===== src/rtl/button_conditioner.sv =====
// button_conditioner: cleans one raw push-button for the alarm-clock core.
// Path: 2-FF synchroniser -> polarity normalisation -> ms-based debounce FSM
// (IDLE, ARM, HOLD, REPEAT, REL_ARM) -> registered level and one-clk strobes.
// The 1 ms timebase comes from the core (ms_tick); there is no local divider.
// Optional feature: define BUTTON_CONDITIONER_LONG_PRESS_EN to add the
// long_press output, a 12-bit hold counter and the LONG_PRESS_MS threshold.
module button_conditioner #(
    parameter int ACTIVE_LOW       = 1,
    parameter int DEBOUNCE_MS      = 20,
    parameter int REPEAT_DELAY_MS  = 500,
    parameter int REPEAT_PERIOD_MS = 100,
    parameter int LONG_PRESS_MS    = 2000
) (
    input  logic clk,
    input  logic rst_n,
    input  logic ms_tick,
    input  logic btn_raw,
    input  logic repeat_en,
    output logic btn_level,
    output logic press_pulse,
    output logic release_pulse
`ifdef BUTTON_CONDITIONER_LONG_PRESS_EN
    ,
    output logic long_press
`endif
);

    // Level the raw pin shows when the button is not pressed.
    localparam logic IDLE_LEVEL = (ACTIVE_LOW != 0) ? 1'b1 : 1'b0;

    // Tick counts are compared against "N-1" so that the N-th tick decides.
    localparam logic [9:0] DEB_LAST = 10'(DEBOUNCE_MS - 1);
    localparam logic [9:0] DLY_LAST = 10'(REPEAT_DELAY_MS - 1);
    localparam logic [9:0] PER_LAST = 10'(REPEAT_PERIOD_MS - 1);
    localparam logic [9:0] CNT_MAX  = 10'h3FF;

    typedef enum logic [2:0] {
        S_IDLE,
        S_ARM,
        S_HOLD,
        S_REPEAT,
        S_REL_ARM
    } state_t;

    // Synchroniser and normalised pressed level.
    logic r_sync1;
    logic r_sync2;
    logic w_p;

    // FSM state, ms counter and registered outputs.
    state_t     r_state;
    state_t     w_state_next;
    logic [9:0] r_cnt;
    logic [9:0] w_cnt_next;
    logic [9:0] w_cnt_inc;
    logic       r_from_rep;
    logic       w_from_rep_next;
    logic       r_level;
    logic       w_level_next;
    logic       r_press;
    logic       w_press_next;
    logic       r_release;
    logic       w_release_next;

    // Two-flop synchroniser; reset parks it at the released level so a held
    // button is seen as a fresh press after reset and gets re-debounced.
    always_ff @(posedge clk or negedge rst_n) begin
        if (!rst_n) begin
            r_sync1 <= IDLE_LEVEL;
            r_sync2 <= IDLE_LEVEL;
        end else begin
            r_sync1 <= btn_raw;
            r_sync2 <= r_sync1;
        end
    end

    assign w_p = (ACTIVE_LOW != 0) ? ~r_sync2 : r_sync2;

    // The counter sticks at its maximum instead of wrapping, so a long idle
    // hold can never alias back into a fresh threshold match.
    assign w_cnt_inc = (r_cnt == CNT_MAX) ? r_cnt : r_cnt + 10'd1;

    // State register plus all registered outputs.
    always_ff @(posedge clk or negedge rst_n) begin
        if (!rst_n) begin
            r_state    <= S_IDLE;
            r_cnt      <= '0;
            r_from_rep <= 1'b0;
            r_level    <= 1'b0;
            r_press    <= 1'b0;
            r_release  <= 1'b0;
        end else begin
            r_state    <= w_state_next;
            r_cnt      <= w_cnt_next;
            r_from_rep <= w_from_rep_next;
            r_level    <= w_level_next;
            r_press    <= w_press_next;
            r_release  <= w_release_next;
        end
    end

    // Next-state, counter and output decode. A change of w_p is always tested
    // before ms_tick, so a level change in a tick cycle wins and the tick is
    // dropped. Every transition clears the counter.
    always_comb begin
        w_state_next    = r_state;
        w_cnt_next      = r_cnt;
        w_from_rep_next = r_from_rep;
        w_level_next    = r_level;
        w_press_next    = 1'b0;
        w_release_next  = 1'b0;

        case (r_state)
            S_IDLE: begin
                w_level_next = 1'b0;
                w_cnt_next   = '0;
                if (w_p) begin
                    w_state_next = S_ARM;
                end
            end

            S_ARM: begin
                w_level_next = 1'b0;
                if (!w_p) begin
                    w_state_next = S_IDLE;
                    w_cnt_next   = '0;
                end else if (ms_tick) begin
                    if (r_cnt >= DEB_LAST) begin
                        w_state_next = S_HOLD;
                        w_cnt_next   = '0;
                        w_level_next = 1'b1;
                        w_press_next = 1'b1;
                    end else begin
                        w_cnt_next = w_cnt_inc;
                    end
                end
            end

            S_HOLD: begin
                w_level_next = 1'b1;
                if (!w_p) begin
                    w_state_next    = S_REL_ARM;
                    w_cnt_next      = '0;
                    w_from_rep_next = 1'b0;
                end else if (ms_tick) begin
                    // ">=" lets repeat start promptly if repeat_en is raised
                    // after the counter has already passed the delay.
                    if (repeat_en && (r_cnt >= DLY_LAST)) begin
                        w_state_next = S_REPEAT;
                        w_cnt_next   = '0;
                        w_press_next = 1'b1;
                    end else begin
                        w_cnt_next = w_cnt_inc;
                    end
                end
            end

            S_REPEAT: begin
                w_level_next = 1'b1;
                if (!w_p) begin
                    w_state_next    = S_REL_ARM;
                    w_cnt_next      = '0;
                    w_from_rep_next = 1'b1;
                end else if (!repeat_en) begin
                    w_state_next = S_HOLD;
                    w_cnt_next   = '0;
                end else if (ms_tick) begin
                    if (r_cnt >= PER_LAST) begin
                        w_cnt_next   = '0;
                        w_press_next = 1'b1;
                    end else begin
                        w_cnt_next = w_cnt_inc;
                    end
                end
            end

            S_REL_ARM: begin
                w_level_next = 1'b1;
                if (w_p) begin
                    // Bounce during release: resume where we were. If repeat
                    // was switched off meanwhile, land straight in HOLD.
                    w_state_next = (r_from_rep && repeat_en) ? S_REPEAT : S_HOLD;
                    w_cnt_next   = '0;
                end else if (ms_tick) begin
                    if (r_cnt >= DEB_LAST) begin
                        w_state_next   = S_IDLE;
                        w_cnt_next     = '0;
                        w_level_next   = 1'b0;
                        w_release_next = 1'b1;
                    end else begin
                        w_cnt_next = w_cnt_inc;
                    end
                end
            end

            default: begin
                w_state_next = S_IDLE;
                w_cnt_next   = '0;
                w_level_next = 1'b0;
            end
        endcase
    end

    assign btn_level     = r_level;
    assign press_pulse   = r_press;
    assign release_pulse = r_release;

`ifdef BUTTON_CONDITIONER_LONG_PRESS_EN
    localparam logic [11:0] LONG_LAST = 12'(LONG_PRESS_MS - 1);
    localparam logic [11:0] HOLD_MAX  = 12'hFFF;

    logic [11:0] r_hold_cnt;
    logic        r_hold_active;
    logic        r_long;

    // Hold timer: armed on ARM->HOLD, runs through HOLD/REPEAT/REL_ARM
    // bounces, cleared only when the FSM heads to IDLE. It saturates above
    // the largest legal threshold, so the strobe fires once per press.
    always_ff @(posedge clk or negedge rst_n) begin
        if (!rst_n) begin
            r_hold_cnt    <= '0;
            r_hold_active <= 1'b0;
            r_long        <= 1'b0;
        end else begin
            r_long <= 1'b0;
            if (w_state_next == S_IDLE) begin
                r_hold_cnt    <= '0;
                r_hold_active <= 1'b0;
            end else begin
                if ((r_state == S_ARM) && (w_state_next == S_HOLD)) begin
                    r_hold_active <= 1'b1;
                end
                if (r_hold_active && ms_tick) begin
                    if (r_hold_cnt != HOLD_MAX) begin
                        r_hold_cnt <= r_hold_cnt + 12'd1;
                    end
                    if (r_hold_cnt == LONG_LAST) begin
                        r_long <= 1'b1;
                    end
                end
            end
        end
    end

    assign long_press = r_long;
`else
    // Threshold has no consumer without the long-press feature.
    logic [11:0] w_unused_long_ms;
    assign w_unused_long_ms = 12'(LONG_PRESS_MS);
`endif

endmodule


===== config.mk =====
export PLATFORM = sky130hd
export DESIGN_NAME = button_conditioner
export DESIGN_NICKNAME = d
export VERILOG_FILES = /design/src/rtl/button_conditioner.sv
export SDC_FILE = /design/constraint.sdc
export NUM_CORES = 1
export LEC_CHECK = 0
export CELL_PAD_IN_SITES_DETAIL_PLACEMENT = 0
export CELL_PAD_IN_SITES_GLOBAL_PLACEMENT = 1
export CORE_ASPECT_RATIO = 1.25
export CORE_MARGIN = 5
export CORE_UTILIZATION = 48
export CTS_CLUSTER_SIZE = 40
export DETAILED_ROUTE_END_ITERATION = 12
export PLACE_DENSITY = 0.92
export RECOVER_POWER = 100
export SETUP_SLACK_MARGIN = 0.05
export SLEW_MARGIN = 40
export SYNTH_ARGS = -nofsm -noshare
export SYNTH_HDL_FRONTEND = slang
export SYNTH_SLANG_ARGS = --single-unit

===== constraint.sdc =====
create_clock -name clk -period 4.65 [get_ports clk]
set_input_delay 1.1625 -clock clk [delete_from_list [all_inputs] [get_ports clk]]
set_output_delay 1.1625 -clock clk [all_outputs]
set_load 0.01 [all_outputs]

[After elaboration in Yosys (flattened, before gate mapping)]
Cells that the tools add are included.
Word-level totals
  flip-flop bits (word level): 19
  input bits: 5
  output and inout port bits: 3
  logic and storage cells: 83
Cells by class
  add/sub/neg operators: 1
  magnitude comparators: 3
  equal/unequal tests: 16
  mux-type cells: 47
  reductions and logical operators: 8
Operators with widths (number)
  $mux 10: 12
  $pmux 10 s4: 1
  $mux 3: 12
  $ne 3x3->1 const B: 7
  $mux 1: 18
  $pmux 3 s5: 1
  $add 10x1->10 const B: 1
  $eq 10x10->1 const B: 1
  $ge 10x5->1 const B: 1
  $ge 10x7->1 const B: 1
  $ge 10x9->1 const B: 1
  $reduce_and 8->1: 1
  $eq 3x2->1 const B: 2
  $ne 2x2->1 const B: 3
  $pmux 1 s3: 2
  $ne 4x4->1 const B: 1
  $eq 3x1->1 const B: 1
  $eq 3x3->1 const B: 1
  $logic_not 3->1: 1
  $reduce_and 3->1: 1
  $logic_and 1x1->1: 2
  $pmux 1 s2: 1
  $reduce_and 2->1: 1
  $reduce_bool 2->1: 1
  $reduce_or 2->1: 1

[Longest topological paths before layout]
  depth in word-level cells: 7
  gate-level depth with buffers: 8
  depth with buffers taken out: 7

[Worst setup path before layout]
OpenSTA, ideal clock, no wires.
  path type: input port to flip-flop
  start: in repeat_en
  end: reg r_cnt[4]
  library setup time: 0.065 ns
  arrival time: 2.348 ns
  required time: 4.585 ns
  slack: 2.237 ns
  cell stages on the path: 5
  buffers on the path: 1
  cells stage by stage: or3b_2 o221a_2 clkbuf_1 a211oi_1 o22a_1
Between the ends
  word-level cells in the longest chain between the ends: 5
  elaborated cells between the ends (all ways): 9
  classes of those cells: 1 x eq/ne; 6 x mux; 2 x reduce/logical
RTL lines
  start, declared: RTL line 18  | input logic repeat_en,
  $logic_and 1x1->1: RTL line 148  | if (repeat_en && (r_cnt >= DLY_LAST)) begin
  $mux 10: RTL line 148
  $mux 10: RTL line 145  | end else if (ms_tick) begin
  $mux 10: RTL line 141  | if (!w_p) begin
  $pmux 10 s4: RTL line 113  | case (r_state)
  end signal, assigned: RTL line 94  | r_cnt <= w_cnt_next;
  end, declared: RTL line 53  | logic [9:0] r_cnt;
Several ways; a longest one is shown, not always the timed one. The select of a mux whose other input is x is not followed.
A chain may end at the register's enable or synchronous reset.

[Final worst setup path]
  start: in repeat_en
  end: reg r_cnt[3]
Same word-level chain as after synthesis.

==> results.json <==
{
  "status": "finished clean",
  "vias": 1178,
  "placedCellCount": 176,
  "tightest_slew_ns": 1.36,
  "die_h_microns": 68.3,
  "period_share": 0.747,
  "cts_sinks": 19,
  "grt_first_pass_wirelength_microns": 5380,
  "post-dp-hpwl_microns": 2230,
  "cts_tree": "done",
  "wl_microns": 3020,
  "port_buffers": 7,
  "setup_viol": 0,
  "rsz0062_at_grt": "false",
  "synth_warnings": 0,
  "fin_nets": 153,
  "ys_seq_area_frac": 0.366,
  "grt_start_max_net_pins": 20,
  "synth_seq_cells": 19,
  "synthFlopType": "dfrtp_1",
  "finalMaxSlewViolations": 0,
  "wl_per_cell_microns": 16.8,
  "final_hold_viol_count": 0,
  "drc": 0,
  "grt_antenna_before_repair": 0,
  "slew_headroom": 0.0905,
  "netSwitchingPower_uw": 282,
  "synth_edf_count": 0,
  "startpoint_type": "primary input",
  "syn_nets": 152,
  "synth_cell_types": 51,
  "power_uw": 618,
  "period_minus_slack_ns": 3.47,
  "syn-cell-area_sq_um": 1310,
  "combinationalPowerShare": 0.458,
  "cts_inserted_buffers": 3,
  "grtUsageMet3": 0.0321,
  "pin_count": 8,
  "grt.met1_usage": 0.207,
  "grt_pass1_vias": 1172,
  "postCtsSetupBuffers": 0,
  "p_clk_frac": 0.138,
  "clkTransAtPathRegs_ns": 0.11,
  "grtUsageMet2": 0.309,
  "synthCells": 146,
  "p_leak_uw": 0.000589,
  "placed_cell_area_sq_um": 1360,
  "crit_fanout": 16,
  "maxCapViolCount": 0,
  "num_rows": 21,
  "ctsResizeCount": 0,
  "final_cells": 180,
  "cts_root_buf": "clkbuf_4",
  "post_route_cells_drive_above_1_share": 0.103,
  "postCtsHoldBufs": 0,
  "hold_class": "register to register",
  "avgSynthCellArea_sq_um": 8.95,
  "p_per_area_nw_per_um2": 450,
  "peakVddDrop_mv": 0.344,
  "stdcell_area_sq_um": 1370,
  "antennaDiodeCount": 0,
  "cts_buffer_depth": 2,
  "cp.required_ns": 4.86,
  "async_flop_share": 1.00,
  "swShare": 0.456,
  "syn_to_final_growth_pct": 5.08,
  "overflow": 0,
  "seqPwrFrac": 0.405,
  "dr.pass1.iters": 4,
  "p_int_uw": 336,
  "die_area_sq_um": 3870,
  "fin_skew_ns": 0.0125,
  "r2r_cells": 7,
  "insertion_delay_ns": 0.31,
  "detail-route-antenna-nets": 0,
  "path_class": "primary input to register",
  "via_per_inst": 6.54,
  "gp_congestion": 0.846,
  "grt_most_used_layer": "met2",
  "tns_ns": 0,
  "core_sq_um": 2650,
  "start_util": 0.492,
  "hold_depth": 0,
  "crit_arrival_ns": 3.69,
  "fmax_ghz": 0.288,
  "endpoint_kind": "register",
  "track_usage": 0.178,
  "die-width_microns": 56.7,
  "htreeDepth": 1,
  "drt_iter0_markers": 36
}
## logic make-up (layout without fill, tap and decap cells)
logic type,count (synthesis),after routing,share of synthesized area
AO/OA/AOI/OAI,50,50,0.298
XOR/XNOR,1,1,0.00671
adder cells (fa/ha/maj),1,1,0.00958
buffers and inverters,14,14,0.0517
flip-flops,19,19,0.366
multiplexers,1,1,0.00862
AND/OR/NAND/NOR,60,60,0.260
## cell type report
type                       instances  area, sq um
clock buffer                       4         26.3
sequential                        19          478
inverter                           3         11.3
fill                             269         1280
multi-input combinational        113          751
timing repair buffer               7         63.8
tap                               34         42.5
## worst max-delay path, stage by stage
cell and delay, ns:
dlygate4sd3_1 0.66, and4_1 0.25, o21ai_0 0.13, a31oi_1 1.00
a2111oi_0 0.26, a21o_1 0.23
## power groups by stage
stage               Clock (uW)  Combinational, uW  Sequential [uW]
floorplan                    0                264              218
CTS                       87.6                288              250
detailed placement           0                286              253
finish                    85.1                283              250
global route              97.1                312              258
global placement             0                277              251
## Yosys cell counts, drive strengths merged (4+ instances only)
cell type,number,area (sq um)
dfrtp,17,425
nor3,12,60.1
nand2,11,41.3
o21ai,10,53.8
buf,7,40.0
a211oi,6,50.1
nor2,6,22.5
nor4,6,37.5
o22a,6,52.6
a31oi,5,37.5
a21o,4,30.0
a21oi,4,20.0
clkbuf,4,16.3
nand2b,4,25.0
## sequential cells by signal, indices dropped and copies added (netlist names)
register / count
r_from_rep: 1
r_sync1: 1
release_pulse: 1
press_pulse: 1
r_state: 3
btn_level: 1
r_sync2: 1
r_cnt: 10
## layout by cell type (no fill, tap or decap), types with 2 or more instances in the layout
| cell type | n |
|---|---|
| o21ai_0 | 10 |
| nand2_1 | 11 |
| nor3_1 | 12 |
| a211oi_1 | 5 |
| nor2_1 | 6 |
| nand3_1 | 2 |
| or2_2 | 3 |
| a31oi_1 | 5 |
| o22a_1 | 6 |
| clkbuf_1 | 2 |
| nand2b_1 | 4 |
| a311oi_1 | 3 |
| dfrtp_1 | 17 |
| inv_1 | 3 |
| nor4_1 | 6 |
| o31ai_1 | 2 |
| a21oi_1 | 4 |
| a21o_1 | 4 |
| o2111ai_1 | 2 |
| clkbuf_4 | 3 |
| dlygate4sd3_1 | 6 |
| dfstp_2 | 2 |
| nand4_1 | 3 |
| and4_1 | 2 |
## layer usage
metal | routed length, microns | up-vias
met1 | 1270 | 572
li1 | - | 574
met4 | 72 | 0
met3 | 103 | 7
met5 | 0 | -
met2 | 1570 | 25
## final timing paths
path                                         to  slack, ns                  from
setup reg to reg           r_cnt[3]$_DFFE_PN0P_       1.81  r_cnt[0]$_DFFE_PN0P_
max in group asynchronous  r_cnt[9]$_DFFE_PN0P_       3.07                 rst_n
min in group asynchronous  r_cnt[5]$_DFFE_PN0P_       0.98                 rst_n
hold reg to reg               r_sync2$_DFF_PN1_       0.36     r_sync1$_DFF_PN1_
setup / recovery           r_cnt[3]$_DFFE_PN0P_       1.18             repeat_en
hold / removal                r_sync2$_DFF_PN1_       0.36     r_sync1$_DFF_PN1_
## through the flow
stage | setup WS [ns] | hold WS (ns) | utilization
6_report | 1.18 | 0.361 | 0.517
5_1_grt | 0.947 | 0.375 | 0.517
4_1_cts | 1.69 | 0.364 | 0.523
3_5_place_dp | 1.35 | 0.349 | 0.513
3_3_place_gp | 1.45 | 0.346 | 0.513
2_1_floorplan | 2.24 | 0.345 | -
No activity file was read; power rests on OpenSTA's default activity.
